### src/rtl/pulse_meter.sv
// -----------------------------------------------------------------------------
// pulse_meter
//   Samples one asynchronous pulse train and measures, for each period, the
//   high time and the full rise-to-rise period in clock cycles. Every
//   completed period produces one result on a valid/ready output port.
//
// Parameters
//   CNT_W        width of the width/period/pulse_cnt fields; the internal
//                counters saturate at 2^CNT_W-1
//   SYNC_STAGES  number of synchroniser flops on sig_in (2 or more)
//
// Ports
//   clock      in   1      rising-edge clock
//   reset      in   1      asynchronous, active-high; clears all state
//   enable     in   1      1 = measure; 0 = abort to IDLE and clear ovr
//   sig_in     in   1      asynchronous pulse train under measurement
//   rdy        in   1      consumer ready
//   vld        out  1      result valid
//   width      out  CNT_W  high-time cycles of the last complete period
//   period     out  CNT_W  rise-to-rise cycles of the last complete period
//   sat        out  1      width or period saturated in this result
//   ovr        out  1      sticky: a result was dropped while vld && !rdy
//   pulse_cnt  out  CNT_W  number of results produced (wraps)
//   dbg_state  out  2      current measurement state (0 IDLE, 1 HIGH, 2 LOW)
//
// Build option
//   PULSE_METER_GLITCH_FILTER_EN  when defined, the synchronised level is
//   only accepted after two consecutive equal samples. Single-cycle glitches
//   are ignored and the input latency grows by one cycle.
//
// Handshake
//   A result transfers on a rising edge where vld && rdy. vld then falls
//   unless a new result loads on that same edge. While vld && !rdy the
//   outputs stay stable. A result arriving in that condition is dropped,
//   ovr is set, and pulse_cnt still counts it.
// -----------------------------------------------------------------------------
module pulse_meter #(
  parameter int CNT_W       = 8,
  parameter int SYNC_STAGES = 2
) (
  input  logic             clock,
  input  logic             reset,
  input  logic             enable,
  input  logic             sig_in,
  input  logic             rdy,
  output logic             vld,
  output logic [CNT_W-1:0] width,
  output logic [CNT_W-1:0] period,
  output logic             sat,
  output logic             ovr,
  output logic [CNT_W-1:0] pulse_cnt,
  output logic [1:0]       dbg_state
);

  typedef enum logic [1:0] {
    ST_IDLE = 2'd0,
    ST_HIGH = 2'd1,
    ST_LOW  = 2'd2
  } state_t;

  localparam logic [CNT_W-1:0] CNT_MAX = {CNT_W{1'b1}};
  localparam logic [CNT_W-1:0] CNT_ONE = {{(CNT_W-1){1'b0}}, 1'b1};

  // ---------------------------------------------------------------------------
  // Input path: synchroniser, optional glitch filter, edge detect
  // ---------------------------------------------------------------------------
  logic [SYNC_STAGES-1:0] r_sync;
  logic                   w_sync;
  logic                   w_s;
  logic                   r_s_d;
  logic                   w_rise;
  logic                   w_fall;

  always_ff @(posedge clock or posedge reset) begin
    if (reset) begin
      r_sync <= '0;
    end else begin
      r_sync <= {r_sync[SYNC_STAGES-2:0], sig_in};
    end
  end

  assign w_sync = r_sync[SYNC_STAGES-1];

`ifdef PULSE_METER_GLITCH_FILTER_EN
  // r_samp holds the previous synchronised sample. When it agrees with the
  // current sample, that level passes straight through. Otherwise the last
  // accepted level (r_filt) is kept. A new level therefore shows up one cycle
  // after the raw synchroniser output, and a one-cycle excursion never shows up.
  logic r_samp;
  logic r_filt;

  always_ff @(posedge clock or posedge reset) begin
    if (reset) begin
      r_samp <= 1'b0;
      r_filt <= 1'b0;
    end else begin
      r_samp <= w_sync;
      r_filt <= w_s;
    end
  end

  assign w_s = (w_sync == r_samp) ? w_sync : r_filt;
`else
  assign w_s = w_sync;
`endif

  always_ff @(posedge clock or posedge reset) begin
    if (reset) begin
      r_s_d <= 1'b0;
    end else begin
      r_s_d <= w_s;
    end
  end

  assign w_rise = w_s & ~r_s_d;
  assign w_fall = ~w_s & r_s_d;

  // ---------------------------------------------------------------------------
  // Result arithmetic (taken from the counters on the closing rise)
  // ---------------------------------------------------------------------------
  logic [CNT_W-1:0] r_hcnt;
  logic [CNT_W-1:0] r_lcnt;
  logic [CNT_W:0]   w_sum;
  logic [CNT_W-1:0] w_period;
  logic             w_sat;

  // The sum is one bit wider so that an overflow clamps instead of wrapping.
  assign w_sum    = {1'b0, r_hcnt} + {1'b0, r_lcnt};
  assign w_period = w_sum[CNT_W] ? CNT_MAX : w_sum[CNT_W-1:0];
  assign w_sat    = (r_hcnt == CNT_MAX) || (r_lcnt == CNT_MAX) ||
                    (w_sum >= {1'b0, CNT_MAX});

  // ---------------------------------------------------------------------------
  // Measurement FSM and output registers
  // ---------------------------------------------------------------------------
  state_t           r_state;
  logic             r_vld;
  logic [CNT_W-1:0] r_width;
  logic [CNT_W-1:0] r_period;
  logic             r_sat;
  logic             r_ovr;
  logic [CNT_W-1:0] r_pulse_cnt;

  always_ff @(posedge clock or posedge reset) begin
    if (reset) begin
      r_state     <= ST_IDLE;
      r_hcnt      <= '0;
      r_lcnt      <= '0;
      r_vld       <= 1'b0;
      r_width     <= '0;
      r_period    <= '0;
      r_sat       <= 1'b0;
      r_ovr       <= 1'b0;
      r_pulse_cnt <= '0;
    end else begin
      // The consumer side keeps working while disabled, so a held result
      // can still be drained.
      if (r_vld && rdy) begin
        r_vld <= 1'b0;
      end

      if (!enable) begin
        r_state <= ST_IDLE;
        r_hcnt  <= '0;
        r_lcnt  <= '0;
        r_ovr   <= 1'b0;
      end else begin
        case (r_state)
          ST_IDLE: begin
            // Only an edge arms the meter. A level already high is ignored.
            if (w_rise) begin
              r_state <= ST_HIGH;
              r_hcnt  <= CNT_ONE;
            end
          end

          ST_HIGH: begin
            if (w_fall) begin
              r_state <= ST_LOW;
              r_lcnt  <= CNT_ONE;
            end else if (r_hcnt != CNT_MAX) begin
              r_hcnt <= r_hcnt + CNT_ONE;
            end
          end

          ST_LOW: begin
            if (w_rise) begin
              // This rise closes one period and opens the next one.
              r_state     <= ST_HIGH;
              r_hcnt      <= CNT_ONE;
              r_lcnt      <= '0;
              r_pulse_cnt <= r_pulse_cnt + CNT_ONE;
              if (!r_vld || rdy) begin
                r_vld    <= 1'b1;
                r_width  <= r_hcnt;
                r_period <= w_period;
                r_sat    <= w_sat;
              end else begin
                r_ovr <= 1'b1;
              end
            end else if (r_lcnt != CNT_MAX) begin
              r_lcnt <= r_lcnt + CNT_ONE;
            end
          end

          default: begin
            r_state <= ST_IDLE;
          end
        endcase
      end
    end
  end

  assign vld       = r_vld;
  assign width     = r_width;
  assign period    = r_period;
  assign sat       = r_sat;
  assign ovr       = r_ovr;
  assign pulse_cnt = r_pulse_cnt;
  assign dbg_state = r_state;

endmodule

### config.mk
export PLATFORM = sky130hd
export DESIGN_NAME = pulse_meter
export DESIGN_NICKNAME = d
export VERILOG_FILES = /design/src/rtl/pulse_meter.sv
export SDC_FILE = /design/constraint.sdc
export NUM_CORES = 1
export LEC_CHECK = 0
export CAP_MARGIN = 20
export CORE_MARGIN = 2
export CORE_UTILIZATION = 35
export DETAILED_ROUTE_END_ITERATION = 16
export SYNTH_ARGS = -nofsm -noshare
export SYNTH_HDL_FRONTEND = slang
export SYNTH_SLANG_ARGS = --single-unit
### constraint.sdc
create_clock -name clock -period 4.82 [get_ports clock]
set_input_delay 0.723 -clock clock [delete_from_list [all_inputs] [get_ports clock]]
set_output_delay 0.723 -clock clock [all_outputs]
set_load 0.01 [all_outputs]
== Yosys cells after proc, flatten, opt, wreduce, memory -nomap -nowiden ==
Index checks and enable logic that the tools add are counted.
Cells by class
  $add $sub $neg: 4
  multiply operators: 0
  div/mod/pow operators: 0
  magnitude comparators: 1
  eq/ne operators: 16
  shifts and indexed selects: 0
  muxes and demuxes: 24
  bitwise gates (word level): 4
  reductions and logical operators: 13
Operator list (number)
  $mux W8: 9
  $pmux W8 S2: 2
  $add A8 B1 Y8 const B: 3
  $eq A8 B8 Y1 const B: 2
  $ne A8 B8 Y1 const B: 2
  $add A8 B8 Y9: 1
  $ge A9 B8 Y1 const B: 1
  $mux W1: 9
  $ne A3 B3 Y1 const B: 3
  $reduce_and A3 Y1: 3
  $reduce_and A4 Y1: 2
  $mux W2: 3
  $ne A3 B2 Y1 const B: 2
  $ne A2 B1 Y1 const B: 2
  $ne A4 B4 Y1 const B: 1
  $pmux W2 S2: 1
  $logic_or A1 B1 Y1: 3
  $ne A3 B1 Y1 const B: 1
  $and A1 B1 Y1: 2
  $eq A2 B1 Y1 const B: 1
  $eq A2 B2 Y1 const B: 1
  $logic_not A2 Y1: 1
  $ne A2 B2 Y1 const B: 1
  $not A1 Y1: 2
  other kinds (4): 4
Storage, ports and cells
  register bits: 48
  latch bits: 0
  bits in writable memories: 0
  ROM bits: 0
  input bits: 5
  output and inout bits: 29
  word-level logic and storage cells: 73
  memories kept: 0

== Depth between registers and ports, before layout ==
Gate-level depths: netlist (run 1).
  word-level depth: 6
  gate-level depth with buffers: 8

== Worst setup path after synthesis (run 1) ==
Ideal clock, no wire load.
  path kind: reg-to-reg
  from: register r_hcnt[0]
  to: register r_sat (netlist: sat)
  library setup time: 0.126 ns
  arrival: 2.059 ns
  path slack: 2.635 ns
  cell stages (with the launch flop): 8
  buffers on the path: 0
  period minus slack after synthesis: 2.185 ns
  cell sequence: dfrtp_1 > ha_1 > fa_1 > a21o_1 > a2111oi_1 > xnor2_1 > a311oi_1 > nor2_1
On the way
  cells in the longest elaborated chain, start to end: 3
  elaborated cells on any way between the ends: 5
RTL lines
  start, declared: RTL line 121  | logic [CNT_W-1:0] r_hcnt;
  start signal, assigned: RTL line 182  | r_hcnt <= r_hcnt + CNT_ONE;
  $add A8 B8 Y9 or $eq A8 B8 Y1 (tied branches): RTL line 128, 130
  $ge A9 B8 Y1 or $logic_or A1 B1 Y1 (tied branches): RTL line 131, 130
  $logic_or A1 B1 Y1 (*): RTL line 130  | assign w_sat = (r_hcnt == CNT_MAX) || (r_lcnt == CNT_MAX) ||
  end signal, assigned: RTL line 197  | r_sat <= w_sat;
  end, declared: RTL line 140  | logic r_sat;
Every way passes the cells marked *; elsewhere a longest branch is shown, timed or not.
A chain may end at the register's enable or synchronous reset.

== Worst setup path in the final report (run 1) ==
  from: input port enable
  to: register r_sat (netlist: sat)
On the way
  cells in the longest elaborated chain, start to end: 1
RTL lines
  start, declared: RTL line 43  | input logic enable,
  $reduce_and A4 Y1 (no line)
No other way between the ends.

==> implementation parameters, run 1 <==
Parameter                              Value

Clock network
  Buffers from clock root to sink, at most ... 2
  Setup repair bufs after CTS ... 0
  Clock sink total ... 48
  Cell at the root of the clock tree ... sky130_fd_sc_hd__clkbuf_8
  Max H-tree Level ... 2
  Clock-pin slew on the worst setup and hold paths ... 0.09 ns
  Clock tree from TritonCTS ... done
  Post-cts repair resize count ... 0
  Quantity of hold-fixing buffers added after cts ... 0
  Number of clock buffers inserted by TritonCTS ... 5
  Skew-Pair Late Insertion Delay ... 0.30 ns

Setup path
  Number of cell instances on the worst register-to-register path ... 7
  Element type at the critical path end ... flip-flop
  Signal arrival time at the worst endpoint ... 2.73 ns
  End of the worst register-to-register path ... sat
  Endpoint of the most critical setup path ... sat
  Worst-path maximum fanout ... 10
  Worst EP required ... 5.00 ns
  FF-to-FF Start ... r_hcnt[0]
  Sort of element at the start of the critical path ... input port
  Class of the most critical setup path ... in -> reg
  Flop2flop setup slack ... 2.27 ns
  Start point of the critical path ... enable

Detailed routing
  DR WL/cell ... 13.7 um
  Final wirelength ... 5.29 mm
  Via count ... 1,976
  Number of iterations in the first detailed-routing pass ... 4
  Antenna viol nets, final ... 0
  Initial DRC count ... 121
  DRC violations left ... 0
  Via-to-Cell Ratio ... 5.12

Yosys
  Top flip-flop cell by instance count after synthesis ... sky130_fd_sc_hd__dfrtp_1
  Combined area of all synthesized cells ... 0.00260 mm2
  Cell type with the highest aggregate area in the netlist ... sky130_fd_sc_hd__dfrtp_1
  Main combinational cell family by area after synthesis ... simple AND/OR/NAND/NOR gates
  Number of synthesized flops with an enable pin ... 0
  Multiplexer fraction of the synthesized cell area ... 0.0389
  Adder and majority cell fraction of the synthesized area ... 0.0644
  Net count after synthesis ... 266
  Top cells by area in the synthesized netlist ... sky130_fd_sc_hd__dfrtp_1 46%, sky130_fd_sc_hd__ha_1 5.3%, sky130_fd_sc_hd__nor2_1 3.6%
  Simple-gate portion of the synthesized area ... 0.203
  Gate count after technology mapping ... 249
  Sequential share of the synthesized area ... 0.462
  Share of the synthesized area in compound gates (AO/OA/AOI/OAI) ... 0.164
  FF+latch count, synth ... 48
  Xor/xnor cell area share of the yosys netlist ... 0.0471
  Fraction of registers with async set or reset after synthesis ... 1.00
  Synth unique cells ... 55
  Avg Inst Size Synth ... 10.5 um2
  Warnings from Yosys ... 0
  Yosys top cell area share ... 0.462

STA
  Number of max-slew violations in the final report ... 0
  Max Freq ... 0.392 GHz
  Transition time of the tightest slew-check pin ... 0.487 ns
  Setup violations, final ... 0
  RSZ-0062 raised after global routing ... false
  Post-route minimum period ... 2.55 ns
  Final count of hold timing violations ... 0
  Setup_tns ... 0 ns
  Post-route clock period utilization ... 0.530
  Slew headroom ... 0.675
  Clock tree skew after final layout ... 0.00752 ns

Pwr
  Register share of total power ... 0.544
  Switching power share of the total ... 0.269
  Power consumption ... 838 uW
  Int Power ... 613 uW
  Static leakage power ... 1.36 nW
  Part of the total power dissipated in the clock network ... 0.292
  Max VDD drop ... 0.000133 V
  Total power divided by cell area ... 267 mW/mm2
  Comb pwr share ... 0.164
  Net Switching ... 225 uW

Global route
  Initial antenna violation count ... 0
  Aggregate global routing overflow ... 0
  Met3 usage in global routing ... 0.0218
  GR Layer Usage met2 ... 0.230
  Via count of the first global-routing pass ... 1,957
  Total track usage ... 0.140
  Global-route wire length before repair ... 9.27 mm
  Met1 GRT Util ... 0.188
  Pin count of the biggest net entering global routing ... 49
  GRT busiest layer ... met2

Placement
  Dpl hpwl ... 3.91 mm
  RePlAce Congestion ... 0.829
  Count of port buffers added during placement ... 33

Hold path
  Class of the tightest hold or removal check ... reg -> reg

Finish
  Synth-to-Final Area Change ... 20.5%
  Number of inserted filler cells in the final layout ... 732
  Post-layout net count ... 303
  Commonest non-fill, non-tap cell in the layout ... sky130_fd_sc_hd__dfrtp_1
  Final antenna diode count ... 0
  Commonest non-fill, non-tap cells in the layout ... 48 x sky130_fd_sc_hd__dfrtp_1, 33 x sky130_fd_sc_hd__clkdlybuf4s50_1, 25 x sky130_fd_sc_hd__nor2_1
  Share of cells above drive strength 1 ... 0.0871

Die
  Floorplan die height ... 90.2 um
  Floorplan Core Area ... 0.00721 mm2
  Die Width ... 90.2 um
  Boundary pin count ... 34
  Row count ... 31
  Overall die area ... 0.00814 mm2
  Effective utilization at floorplan ... 0.361

Status
  Run status ... finished, final reports clean

Run
  Number of maximum-capacitance violations ... 0
[worst max-delay path, cell delays in order]
cell and delay [ns]:
sky130_fd_sc_hd__clkdlybuf4s50_1 0.74, sky130_fd_sc_hd__nand2b_1 0.13, sky130_fd_sc_hd__a2111oi_1 0.51, sky130_fd_sc_hd__a21oi_1 0.22, sky130_fd_sc_hd__a311oi_1 0.31, sky130_fd_sc_hd__nor2_1 0.09
[per-layer routing]
layer	share of wire	routed length, um
met1	0.49	2610
met2	0.47	2470
met3	0.023	123
met5	0	0
met4	0.017	88
[through the flow]
step	hold slack [ns]	worst slack [ns]	instances	area, um2	util
after floorplan	0.331	2.63	249	2600	-
after global placement	0.336	2.00	377	3030	0.419
after detailed placement	0.338	1.95	377	3030	0.419
after CTS	0.360	2.28	385	3120	0.432
after global routing	0.379	2.04	386	3140	0.435
final	0.357	2.27	386	3140	0.435
[cell usage after synthesis, drive strengths merged (2+ instances only)]
| cell | number |
|---|---|
| a2111oi | 2 |
| a211oi | 6 |
| a21o | 4 |
| a21oi | 13 |
| a31oi | 4 |
| and2 | 2 |
| and3 | 6 |
| buf | 4 |
| dfrtp | 48 |
| ha | 11 |
| inv | 6 |
| mux2 | 9 |
| nand2 | 19 |
| nand2b | 5 |
| nand3 | 9 |
| nand4 | 5 |
| nand4bb | 2 |
| nor2 | 26 |
| nor2b | 4 |
| nor3 | 2 |
| o21ai | 14 |
| o22a | 4 |
| o31ai | 2 |
| or2 | 5 |
| or3 | 5 |
| or4 | 2 |
| xnor2 | 7 |
| xor2 | 7 |
[cells by family after synthesis]
| logic type | after synthesis |
|---|---|
| multiplexers | 9 |
| flip-flops | 48 |
| AO/OA/AOI/OAI | 59 |
| buffers and inverters | 10 |
| adder cells (fa/ha/maj) | 13 |
| XOR/XNOR | 14 |
| AND/OR/NAND/NOR | 96 |
[final cells by class]
| cell class | instances | area, um2 | share of cell area |
|---|---|---|---|
| clock buffers | 5 | 68.8 | 0.0219 |
| clock inverters | 3 | 21.3 | 0.00678 |
| inverters | 6 | 22.5 | 0.00718 |
| multi-input cells | 191 | 1350 | 0.430 |
| flip-flops and latches | 48 | 1200 | 0.383 |
| well taps | 99 | 124 | 0.0395 |
| repair buffers | 34 | 350 | 0.112 |
[power groups by stage]
stage | clock network, mW | logic (mW) | registers [mW]
finish | 0.244 | 0.138 | 0.456
global route | 0.271 | 0.151 | 0.461
CTS | 0.256 | 0.139 | 0.456
detailed placement | 0 | 0.138 | 0.464
global placement | 0 | 0.137 | 0.465
floorplan | 0 | 0.0593 | 0.473
[flip-flops by register name, summed over array words and instances (netlist names)]
signal     cells
period         8
pulse_cnt      8
r_hcnt         8
r_lcnt         8
width          8
dbg_state      2
r_sync         2
ovr            1
r_s_d          1
sat            1
vld            1
[worst min path at each step]
stage	startpoint	endpoint	cells after the start
6_report	r_sync[0]	r_sync[1]	0
5_1_grt	r_sync[0]	r_sync[1]	0
4_1_cts	r_sync[0]	r_sync[1]	0
3_5_place_dp	r_sync[0]	r_sync[1]	0
3_3_place_gp	r_sync[0]	r_sync[1]	0
2_1_floorplan	r_sync[0]	r_sync[1]	0
Note: power is estimated with default switching activity, not from simulation.
==> run 2: changes to the inputs <==
==> constraint.sdc (replaced) <==
create_clock -name clock -period 2.44 [get_ports clock]
set_input_delay 0.366 -clock clock [delete_from_list [all_inputs] [get_ports clock]]
set_output_delay 0.366 -clock clock [all_outputs]
set_load 0.01 [all_outputs]
==> implementation parameters, run 2 (synthesized netlist as in run 1, its figures left out) <==
Parameter                              Value

Status
  Run status ... finished, final reports clean (unchanged)

STA
  Setup violations, final ... 0 (unchanged)
  Max Freq ... 0.451 GHz
  RSZ-0062 raised after global routing ... false (unchanged)
  Clock tree skew after final layout ... 0.00637 ns (was 0.00752 ns)
  Hold Slack ... 0.359 ns (was 0.357 ns)
  Post-route clock period utilization ... 0.909
  Number of max-slew violations in the final report ... 0 (unchanged)
  Final count of hold timing violations ... 0 (unchanged)
  Post-route minimum period ... 2.22 ns
  Transition time of the tightest slew-check pin ... 0.505 ns (was 0.487 ns)
  Setup_tns ... 0 ns (unchanged)
  Slew headroom ... 0.663 (was 0.675)

Global route
  Initial antenna violation count ... 0 (unchanged)
  Via count of the first global-routing pass ... 1,939 (was 1,957)
  Pin count of the biggest net entering global routing ... 27 (was 49)
  Total track usage ... 0.144 (was 0.140)
  Global-route wire length before repair ... 9.50 mm (was 9.27 mm)
  Aggregate global routing overflow ... 0 (unchanged)

Detailed routing
  Via-to-Cell Ratio ... 5.03 (was 5.12)
  Number of iterations in the first detailed-routing pass ... 4 (unchanged)
  Via count ... 1,983 (was 1,976)
  Final wirelength ... 5.46 mm (was 5.29 mm)
  DRC violations left ... 0 (unchanged)
  Top layer in use ... met4 (unchanged)
  DR WL/cell ... 13.9 um (was 13.7 um)
  Met3 Wirelength ... 129 um (was 123 um)
  Wire length on met1 ... 2.73 mm (was 2.61 mm)
  Antenna viol nets, final ... 0 (unchanged)
  Met2 routed wirelength ... 2.51 mm (was 2.47 mm)
  Initial DRC count ... 78 (was 121)

Clock network
  Buffers from clock root to sink, at most ... 2 (unchanged)
  Clock tree from TritonCTS ... done (unchanged)
  Skew-Pair Late Insertion Delay ... 0.30 ns (about the same)
  Max H-tree Level ... 2 (unchanged)
  Quantity of hold-fixing buffers added after cts ... 0 (unchanged)
  Setup repair bufs after CTS ... 0 (unchanged)
  Number of clock buffers inserted by TritonCTS ... 5 (unchanged)
  Clock sink total ... 48 (unchanged)
  Cell at the root of the clock tree ... sky130_fd_sc_hd__clkbuf_8 (unchanged)
  Post-cts repair resize count ... 0 (unchanged)
  Clock-pin slew on the worst setup and hold paths ... 0.09 ns (about the same)

Die
  Floorplan Core Area ... 0.00721 mm2 (unchanged)
  Floorplan die height ... 90.2 um (unchanged)
  Die Width ... 90.2 um (unchanged)
  Overall die area ... 0.00814 mm2 (unchanged)
  Boundary pin count ... 34 (unchanged)
  Row count ... 31 (unchanged)
  Effective utilization at floorplan ... 0.361 (unchanged)

Placement
  RePlAce Congestion ... 0.893 (was 0.829)
  Dpl hpwl ... 4.12 mm (was 3.91 mm)
  Count of port buffers added during placement ... 33 (unchanged)

Finish
  Synth-to-Final Area Change ... 23.1% (was 20.5%)
  Number of inserted filler cells in the final layout ... 710 (was 732)
  Multi-input gate area ... 0.00136 mm2 (was 0.00135 mm2)
  Commonest non-fill, non-tap cells in the layout ... 48 x sky130_fd_sc_hd__dfrtp_1, 33 x sky130_fd_sc_hd__clkdlybuf4s50_1, 25 x sky130_fd_sc_hd__nor2_1 (unchanged)
  Post-layout net count ... 311 (was 303)
  Share of cells above drive strength 1 ... 0.115 (was 0.0871)
  Commonest non-fill, non-tap cell in the layout ... sky130_fd_sc_hd__dfrtp_1 (unchanged)
  Seq. cell area ... 0.00120 mm2 (unchanged)
  Final antenna diode count ... 0 (unchanged)

Setup path
  Class of the most critical setup path ... reg -> reg (was in -> reg)
  Slowest Stage Delay on Critical Path ... 0.43 ns (was 0.74 ns)
  Number of buffer and inverter stages on the critical path ... 0 (was 1)
  Worst-path maximum fanout ... 3 (was 10)
  Signal arrival time at the worst endpoint ... 2.41 ns (was 2.73 ns)
  CP Cell Sequence ... ha_1 > fa_1 > a21o_1 > a2111oi_2 > xnor2_1 > a311oi_1 > nor2_1 (was clkdlybuf4s50_1 > nand2b_1 > a2111oi_1 > a21oi_1 > a311oi_1 > nor2_1)
  Element type at the critical path end ... flip-flop (unchanged)
  Critical path's top delay family ... compound AO/OA/AOI/OAI gates (unchanged)
  Critical Path Slowest Stage Cell ... sky130_fd_sc_hd__fa_1 (was sky130_fd_sc_hd__clkdlybuf4s50_1)
  Sort of element at the start of the critical path ... flip-flop (was input port)
  Worst EP required ... 2.63 ns (was 5.00 ns)

Run
  Number of maximum-capacitance violations ... 0 (unchanged)

Pwr
  Total power divided by cell area ... 522 mW/mm2 (was 267 mW/mm2)
  Static leakage power ... 1.40 nW (was 1.36 nW)
  Max VDD drop ... 0.000192 V (was 0.000133 V)

Hold path
  Class of the tightest hold or removal check ... reg -> reg (unchanged)
==> run 2: changes by cell type in the layout (fill, tap and decap cells not counted), sizes merged <==
cell    delta
buf        +8
inv        -1
clkbuf     +1
==> run 2: power by group <==
| part | internal (mW) | switching (mW) |
|---|---|---|
| registers | 0.853 | 0.0437 |
| logic | 0.162 | 0.127 |
| clock network | 0.204 | 0.281 |
==> run 2: worst reg2reg max path, stage by stage (launching register included) <==
cell and delay [ns]:
sky130_fd_sc_hd__dfrtp_1 0.40, sky130_fd_sc_hd__ha_1 0.24, sky130_fd_sc_hd__fa_1 0.43, sky130_fd_sc_hd__a21o_1 0.24, sky130_fd_sc_hd__a2111oi_2 0.33, sky130_fd_sc_hd__xnor2_1 0.14, sky130_fd_sc_hd__a311oi_1 0.25, sky130_fd_sc_hd__nor2_1 0.08
==> run 2: per-layer routing <==
layer  track usage  up-vias
li1              -     1002
met1         0.193      942
met2         0.233       30
met3        0.0285        9
met4        0.0487        0
met5             0        -
==> run 2: final timing paths <==
kind	startpoint	endpoint	slack [ns]	cells after the start
max	r_hcnt[0]	sat	0.22	7
min	r_sync[0]	r_sync[1]	0.36	0
max reg2reg	r_hcnt[0]	sat	0.22	7
min reg2reg	r_sync[0]	r_sync[1]	0.36	0
max in group asynchronous	reset	r_lcnt[5]	1.53	3
min in group asynchronous	reset	pulse_cnt[6]	0.39	2
==> run 2: area by class of cell <==
class	count	share of cell area
Multi-Input combinational cell	191	0.424
Clock buffer	6	0.0226
Tap cell	99	0.0387
Inverter	6	0.00703
Sequential cell	48	0.375
Timing Repair Buffer	42	0.128
Clock inverter	2	0.00508
==> run 2: metrics by stage <==
stage          std cells  worst slack [ns]  power [mW]   util  area (um2)
4_1_cts              394             0.114        1.70  0.443        3190
5_1_grt              394           0.00808        1.76  0.444        3200
3_3_place_gp         386             0.177        1.20  0.430        3110
6_report             394             0.222        1.67  0.444        3200
2_1_floorplan        249             0.255        1.05      -        2600
3_5_place_dp         386             0.123        1.21  0.430        3110
==> run 3: changes to the inputs <==
--- a/config.mk
+++ b/config.mk
@@ -8,7 +8,9 @@
 export CAP_MARGIN = 20
 export CORE_MARGIN = 2
 export CORE_UTILIZATION = 35
+export CTS_CLUSTER_SIZE = 10
 export DETAILED_ROUTE_END_ITERATION = 16
+export SKIP_CTS_REPAIR_TIMING = 1
 export SYNTH_ARGS = -nofsm -noshare
 export SYNTH_HDL_FRONTEND = slang
 export SYNTH_SLANG_ARGS = --single-unit
==> results of run 3 <==
Final layout, timing and power as in run 2 (identical DEF).
